[src/rtl/reg_writeback_unit_if.sv]
// Handshake and write-port bundle between the result producers, the control
// unit and the register-file writeback front end.
interface reg_writeback_unit_if;
  logic        ALU_Valid;
  logic [2:0]  ALU_DR;
  logic [15:0] ALU_Data;
  logic        ALU_Ready;
  logic        MEM_Valid;
  logic [2:0]  MEM_DR;
  logic [15:0] MEM_Data;
  logic        MEM_Ready;
  logic        WB_En;
  logic        LD_REG;
  logic [2:0]  DR;
  logic [15:0] Out;
  logic [2:0]  NZP;
  logic [7:0]  Busy;

  modport master (
    output ALU_Valid, ALU_DR, ALU_Data,
    output MEM_Valid, MEM_DR, MEM_Data,
    output WB_En,
    input  ALU_Ready, MEM_Ready,
    input  LD_REG, DR, Out, NZP, Busy
  );

  modport slave (
    input  ALU_Valid, ALU_DR, ALU_Data,
    input  MEM_Valid, MEM_DR, MEM_Data,
    input  WB_En,
    output ALU_Ready, MEM_Ready,
    output LD_REG, DR, Out, NZP, Busy
  );
endinterface

[src/rtl/reg_writeback_unit.sv]
// Register-file write front end: ALU/MEM arbitration, in-order FIFO, NZP and
// per-register pending scoreboard. Define REG_WB_BYPASS_EN for empty-FIFO bypass.
module reg_writeback_unit #(
  parameter int DEPTH = 4,
  parameter int CNTW  = $clog2(DEPTH + 1)
) (
  input logic                 Clk,
  input logic                 Reset,
  reg_writeback_unit_if.slave wb
);
  localparam int PW = (DEPTH > 1) ? $clog2(DEPTH) : 1;
  localparam int CW = $clog2(DEPTH + 1);

  logic [2:0]      q_dr   [DEPTH];
  logic [15:0]     q_data [DEPTH];
  logic [PW-1:0]   rd_ptr;
  logic [PW-1:0]   wr_ptr;
  logic [CW-1:0]   count;
  logic            rr;
  logic [CNTW-1:0] cnt     [8];
  logic [CNTW-1:0] cnt_nxt [8];

  logic        empty;
  logic        fifo_ld;
  logic        space;
  logic        contested;
  logic        grant_alu;
  logic        grant_mem;
  logic        byp;
  logic        enq;
  logic [2:0]  in_dr;
  logic [15:0] in_data;
  logic [2:0]  head_dr;
  logic [15:0] head_data;
  logic        ld_w;
  logic [2:0]  dr_w;
  logic [15:0] out_w;
  logic [7:0]  busy_w;

  function automatic logic [PW-1:0] ptr_next(input logic [PW-1:0] p);
    if (p == PW'(DEPTH - 1)) return '0;
    return p + 1'b1;
  endfunction

  always_comb begin
    empty     = (count == '0);
    fifo_ld   = wb.WB_En && !empty;
    // Grants are held off while reset is asserted so Ready reads low then.
    space     = Reset && ((count < CW'(DEPTH)) || fifo_ld);
    contested = space && wb.ALU_Valid && wb.MEM_Valid;
    grant_mem = space && wb.MEM_Valid && (!wb.ALU_Valid || !rr);
    grant_alu = space && wb.ALU_Valid && (!wb.MEM_Valid || rr);
    in_dr     = grant_alu ? wb.ALU_DR   : wb.MEM_DR;
    in_data   = grant_alu ? wb.ALU_Data : wb.MEM_Data;
`ifdef REG_WB_BYPASS_EN
    byp       = empty && wb.WB_En && (grant_alu || grant_mem);
`else
    byp       = 1'b0;
`endif
    enq       = (grant_alu || grant_mem) && !byp;
    head_dr   = q_dr[rd_ptr];
    head_data = q_data[rd_ptr];
  end

  always_comb begin
    ld_w  = fifo_ld || byp;
    dr_w  = 3'd0;
    out_w = 16'h0000;
    if (byp) begin
      dr_w  = in_dr;
      out_w = in_data;
    end else if (!empty) begin
      dr_w  = head_dr;
      out_w = head_data;
    end
  end

  always_comb begin
    wb.ALU_Ready = grant_alu;
    wb.MEM_Ready = grant_mem;
    wb.LD_REG    = ld_w;
    wb.DR        = dr_w;
    wb.Out       = out_w;
    wb.NZP       = 3'b000;
    if (ld_w) begin
      wb.NZP = {out_w[15], (out_w == 16'h0000), (!out_w[15] && (out_w != 16'h0000))};
    end
    wb.Busy = busy_w;
  end

  // Same-cycle accept and retire of one register cancel out.
  always_comb begin
    for (int r = 0; r < 8; r++) begin
      cnt_nxt[r] = cnt[r];
      if ((enq && (in_dr == 3'(r))) && !(fifo_ld && (head_dr == 3'(r)))) begin
        cnt_nxt[r] = cnt[r] + 1'b1;
      end else if (!(enq && (in_dr == 3'(r))) && (fifo_ld && (head_dr == 3'(r)))) begin
        cnt_nxt[r] = cnt[r] - 1'b1;
      end
      busy_w[r] = (cnt[r] != '0);
    end
  end

  always_ff @(posedge Clk or negedge Reset) begin
    if (!Reset) begin
      rd_ptr <= '0;
      wr_ptr <= '0;
      count  <= '0;
      rr     <= 1'b0;
      for (int i = 0; i < DEPTH; i++) begin
        q_dr[i]   <= 3'd0;
        q_data[i] <= 16'h0000;
      end
      for (int r = 0; r < 8; r++) begin
        cnt[r] <= '0;
      end
    end else begin
      if (enq) begin
        q_dr[wr_ptr]   <= in_dr;
        q_data[wr_ptr] <= in_data;
        wr_ptr         <= ptr_next(wr_ptr);
      end
      if (fifo_ld) begin
        rd_ptr <= ptr_next(rd_ptr);
      end
      if (enq && !fifo_ld) begin
        count <= count + 1'b1;
      end else if (!enq && fifo_ld) begin
        count <= count - 1'b1;
      end
      if (contested) begin
        rr <= ~rr;
      end
      for (int r = 0; r < 8; r++) begin
        cnt[r] <= cnt_nxt[r];
      end
    end
  end
endmodule

[src/flat_wrapper.sv]
// flat-port wrapper written by rule: the top's interface ports become plain ports
module reg_writeback_unit_flat 
#(
  parameter int DEPTH = 4,
  parameter int CNTW  = $clog2(DEPTH + 1)
)
  (Clk, Reset, wb_ALU_Valid, wb_ALU_DR, wb_ALU_Data, wb_MEM_Valid, wb_MEM_DR, wb_MEM_Data, wb_WB_En, wb_ALU_Ready, wb_MEM_Ready, wb_LD_REG, wb_DR, wb_Out, wb_NZP, wb_Busy);
  reg_writeback_unit_if wb_i ();
  input logic Clk;
  input logic Reset;
  input wire logic [$bits(wb_i.ALU_Valid)-1:0] wb_ALU_Valid;
  input wire logic [$bits(wb_i.ALU_DR)-1:0] wb_ALU_DR;
  input wire logic [$bits(wb_i.ALU_Data)-1:0] wb_ALU_Data;
  input wire logic [$bits(wb_i.MEM_Valid)-1:0] wb_MEM_Valid;
  input wire logic [$bits(wb_i.MEM_DR)-1:0] wb_MEM_DR;
  input wire logic [$bits(wb_i.MEM_Data)-1:0] wb_MEM_Data;
  input wire logic [$bits(wb_i.WB_En)-1:0] wb_WB_En;
  output wire logic [$bits(wb_i.ALU_Ready)-1:0] wb_ALU_Ready;
  output wire logic [$bits(wb_i.MEM_Ready)-1:0] wb_MEM_Ready;
  output wire logic [$bits(wb_i.LD_REG)-1:0] wb_LD_REG;
  output wire logic [$bits(wb_i.DR)-1:0] wb_DR;
  output wire logic [$bits(wb_i.Out)-1:0] wb_Out;
  output wire logic [$bits(wb_i.NZP)-1:0] wb_NZP;
  output wire logic [$bits(wb_i.Busy)-1:0] wb_Busy;
  assign wb_i.ALU_Valid = wb_ALU_Valid;
  assign wb_i.ALU_DR = wb_ALU_DR;
  assign wb_i.ALU_Data = wb_ALU_Data;
  assign wb_i.MEM_Valid = wb_MEM_Valid;
  assign wb_i.MEM_DR = wb_MEM_DR;
  assign wb_i.MEM_Data = wb_MEM_Data;
  assign wb_i.WB_En = wb_WB_En;
  assign wb_ALU_Ready = wb_i.ALU_Ready;
  assign wb_MEM_Ready = wb_i.MEM_Ready;
  assign wb_LD_REG = wb_i.LD_REG;
  assign wb_DR = wb_i.DR;
  assign wb_Out = wb_i.Out;
  assign wb_NZP = wb_i.NZP;
  assign wb_Busy = wb_i.Busy;
  reg_writeback_unit #(.DEPTH(DEPTH), .CNTW(CNTW)) u_core (.Clk(Clk), .Reset(Reset), .wb(wb_i));
endmodule
[config.mk]
export PLATFORM = sky130hd
export DESIGN_NAME = reg_writeback_unit_flat
export DESIGN_NICKNAME = d
export VERILOG_FILES = /design/src/rtl/reg_writeback_unit_if.sv /design/src/rtl/reg_writeback_unit.sv /design/src/flat_wrapper.sv
export SDC_FILE = /design/constraint.sdc
export NUM_CORES = 1
export LEC_CHECK = 0
export CAP_MARGIN = 40
export CORE_ASPECT_RATIO = 1.4
export CORE_MARGIN = 4
export CORE_UTILIZATION = 50
export CTS_CLUSTER_DIAMETER = 60
export DETAILED_ROUTE_END_ITERATION = 16
export PLACE_DENSITY = 0.77
export SYNTH_ARGS = -nofsm -noshare
export SYNTH_HDL_FRONTEND = slang
export SYNTH_SLANG_ARGS = --single-unit
[constraint.sdc]
create_clock -name Clk -period 2.7 [get_ports Clk]
set_input_delay 0.27 -clock Clk [delete_from_list [all_inputs] [get_ports Clk]]
set_output_delay 0.27 -clock Clk [all_outputs]
set_load 0.05 [all_outputs]
==> run_results.csv <==
group,metric,value,unit
worst_setup_path,r2r-start,"u_core.count[2]$_DFFE_PN0P_",
sta,min_period_over_period,101,%
synthesis,syn_area,5510,µm²
route,num_vias,4042,
layout,final_cell_mix,"dfrtp_1 (107), nor2_1 (89), a21oi_1 (77)",
cts,htreeDepth,3,
synthesis,syn_inst,493,
sta,fin_worst_skew,0.00500,ns
global_routing,grtUsageTotal,20.2,%
global_routing,grt_max_degree,52,
cts,clk_pin_slew_worst_paths,0.07,ns
synthesis,ys_types,38,
sta,fin_ws,-0.0211,ns
floorplanning,io_pins,76,
cts,cts_made_buffers,9,
worst_setup_path,cp.required,2.43,ns
synthesis,ys_ff_latch,108,
cts,root_buffer,"clkbuf_16",
global_routing,grt_pass1_wl,21000,µm
worst_setup_path,r2r_slack,0.04,ns
power,total_leakage_power,3.11,nW
power,p_per_area,1370,nW/µm²
worst_setup_path,r2r-end,"u_core.cnt[20]$_DFFE_PN0P_",
layout,final_common_cell,"dfrtp_1",
floorplanning,fp.dieH,132,µm
outcome,violations,"setup timing",
job,cap_viol_max_count,0,
layout,syn_to_final_growth,29.5,%
outcome,status,"complete, but fails checks",
route,wl,12400,µm
layout,antenna_cells,0,
cts,cts_tree,"done",
place,dp_slack,-0.393,ns
floorplanning,die_x,96.7,µm
worst_setup_path,crit_fanout,5,
place,io_buffers,75,
sta,slew_headroom,65.9,%
synthesis,yosysWarnings,0,
sta,worst_slew_pin_slew,0.509,ns
power,vdd_drop_max,0.00116,V
power,p_sw_share,45.0,%
power,power_frac_clock,12.8,%
synthesis,syn_avg_cell_area,11.2,µm²
synthesis,synth-seq-area-share,49.0,%
global_routing,grt_overflow,0,
worst_setup_path,cp-end-kind,"output port",
route,drc_errors,0,
power,pwr-share-seq,30.8,%
route,ant_nets,0,
sta,finalMaxSlewViolations,0,
sta,rsz0062_at_grt,"yes",
worst_setup_path,criticalPathCategory,"reg2out",
cts,cts.sinks,108,
floorplanning,fp.coreArea,10800,µm²
sta,hold_viol_final,0,
power,power_frac_comb,56.4,%
worst_hold_path,min_path_type,"in2async",
route,dr.pass1.iters,4,
synthesis,synth_ff_type,"dfrtp_1",
floorplanning,row_count,45,
route,via_per_inst,5.38,
power,internal-power,5.38,mW
sta,period_minus_slack,2.72,ns
layout,drive_gt1_share,26.2,%
cts,cts.path.max_buffers,2,
layout,nets,672,
sta,whs,0.262,ns
floorplanning,initial_utilization,51.0,%
sta,fmax,0.367,GHz
power,power.switching,4.40,mW
global_routing,grt_pass1_vias,4337,
sta,setup_viol,2,
place,hpwl,8690,µm
worst_setup_path,cp.arrival,2.45,ns
route,drt_iter0_markers,219,
worst_setup_path,rr_worst_depth,12,
worst_setup_path,start_kind,"flop",
cts,clk_latency,0.34,ns
synthesis,synth_edf_count,0,
place,globalplace.congestion,0.808,
synthesis,syn-num-nets,559,
worst_setup_path,worstSetupStartpoint,"u_core.rd_ptr[0]$_DFFE_PN0P_",
route,wl_per_cell,16.5,µm
synthesis,synth_async_sr_flop_share,100,%
floorplanning,dieArea,12800,µm²
global_routing,antenna_found_initial,0,
==> through the flow <==
step / std cells / cell area [µm²] / utilization, % / setup TNS (ns) / total power, mW
final: 752 / 7140 / 66.0 / -0.0277 / 9.78
after global routing: 752 / 7140 / 66.0 / -0.686 / 10.4
after CTS: 744 / 6990 / 64.6 / -0.115 / 9.71
after detailed placement: 724 / 6640 / 61.4 / -4.87 / 8.36
after global placement: 723 / 6610 / 61.1 / -3.44 / 8.12
after floorplan: 493 / 5510 / - / 0 / 6.75
==> synthesized netlist by cell type (2+ instances only) <==
library cell	instances	area [µm²]
mux2_1	2	22.5
dfrtp_1	108	2700
nor2b_1	23	144
mux4_2	18	405
a21oi_1	77	385
nand2_1	9	33.8
nor2_1	90	338
ha_1	14	175
or3_1	9	56.3
clkbuf_1	11	41.3
buf_1	2	7.51
nor4_2	4	50.1
and4_1	2	17.5
nor3_1	3	15.0
mux2i_1	18	180
xnor2_1	10	87.6
nor4b_2	2	30.0
a21o_1	2	15.0
inv_1	17	63.8
fa_1	9	180
buf_4	4	30.0
xor2_1	18	158
nand2b_1	2	12.5
buf_2	9	45.0
nor4b_1	2	17.5
mux2_2	9	101
nor4_1	6	37.5
buf_6	2	22.5
inv_2	2	7.51
==> registers in the layout (all words and copies together), names as in the netlist <==
register and count:
u_core.count 3, u_core.q_dr 12, u_core.wr_ptr 2, u_core.q_data 64
u_core.cnt 24, u_core.rd_ptr 2, u_core.rr 1
==> what timing repair did <==
action | 4_1_cts | 5_1_grt
hold buffers | 1 | 0
pin swaps | 5 | 2
endpoints found under the setup margin | 4 | 13
buffers inserted | 3 | 8
hold endpoints to repair | 23 | 0
gates resized for setup | 9 | 19
==> routing by layer <==
layer,track usage (%),part of all wire [%],vias up
met5,0,0,-
met2,36.2,55,95
met3,3.65,4.3,13
met1,25.2,40,2023
li1,-,-,1911
met4,4.92,1.2,0
==> cells by family (layout without fill, tap and decap cells) <==
family	after synthesis	in the layout	synth area share, %
buf+inv	47	165	3.95
mux	50	50	14.0
compound gates	79	79	7.27
simple gates	158	158	14.8
xor+xnor	28	28	4.45
fa+ha+maj	23	23	6.45
flops	108	108	49.0
==> how the worst max path moves through the flow <==
stage	end	slack, ns
2_1_floorplan	u_core.cnt[20]$_DFFE_PN0P_	0.06
3_3_place_gp	u_core.cnt[8]$_DFFE_PN0P_	-0.28
3_5_place_dp	u_core.cnt[2]$_DFFE_PN0P_	-0.39
4_1_cts	wb_NZP[0]	-0.07
5_1_grt	u_core.cnt[8]$_DFFE_PN0P_	-0.14
6_report	wb_NZP[0]	-0.02
==> critical path: stages, from the launching register on <==
cell and delay [ns]:
dfrtp_2 0.46, buf_8 0.15, mux4_2 0.54, nor4_4 0.29, buf_4 0.17, nand4_1 0.14, nor3b_2 0.20, buf_6 0.15
==> power by group through the flow <==
| stage | Clock, mW | Combinational [mW] | Sequential [mW] |
|---|---|---|---|
| final | 1.26 | 5.51 | 3.01 |
| after global routing | 1.36 | 5.95 | 3.12 |
| after CTS | 1.28 | 5.42 | 3.01 |
| after detailed placement | 0 | 5.32 | 3.04 |
| after global placement | 0 | 5.17 | 2.95 |
| after floorplan | 0 | 3.91 | 2.85 |
==> cell type report <==
class | instances | area, µm²
repair buffers | 130 | 1200
inverters | 19 | 71.3
clock inverters | 7 | 56.3
clock buffers | 9 | 225
fillers | 836 | 3670
flip-flops and latches | 108 | 2700
multi-input cells | 338 | 2700
well taps | 141 | 176
Note: power is estimated with default switching activity, not from simulation.
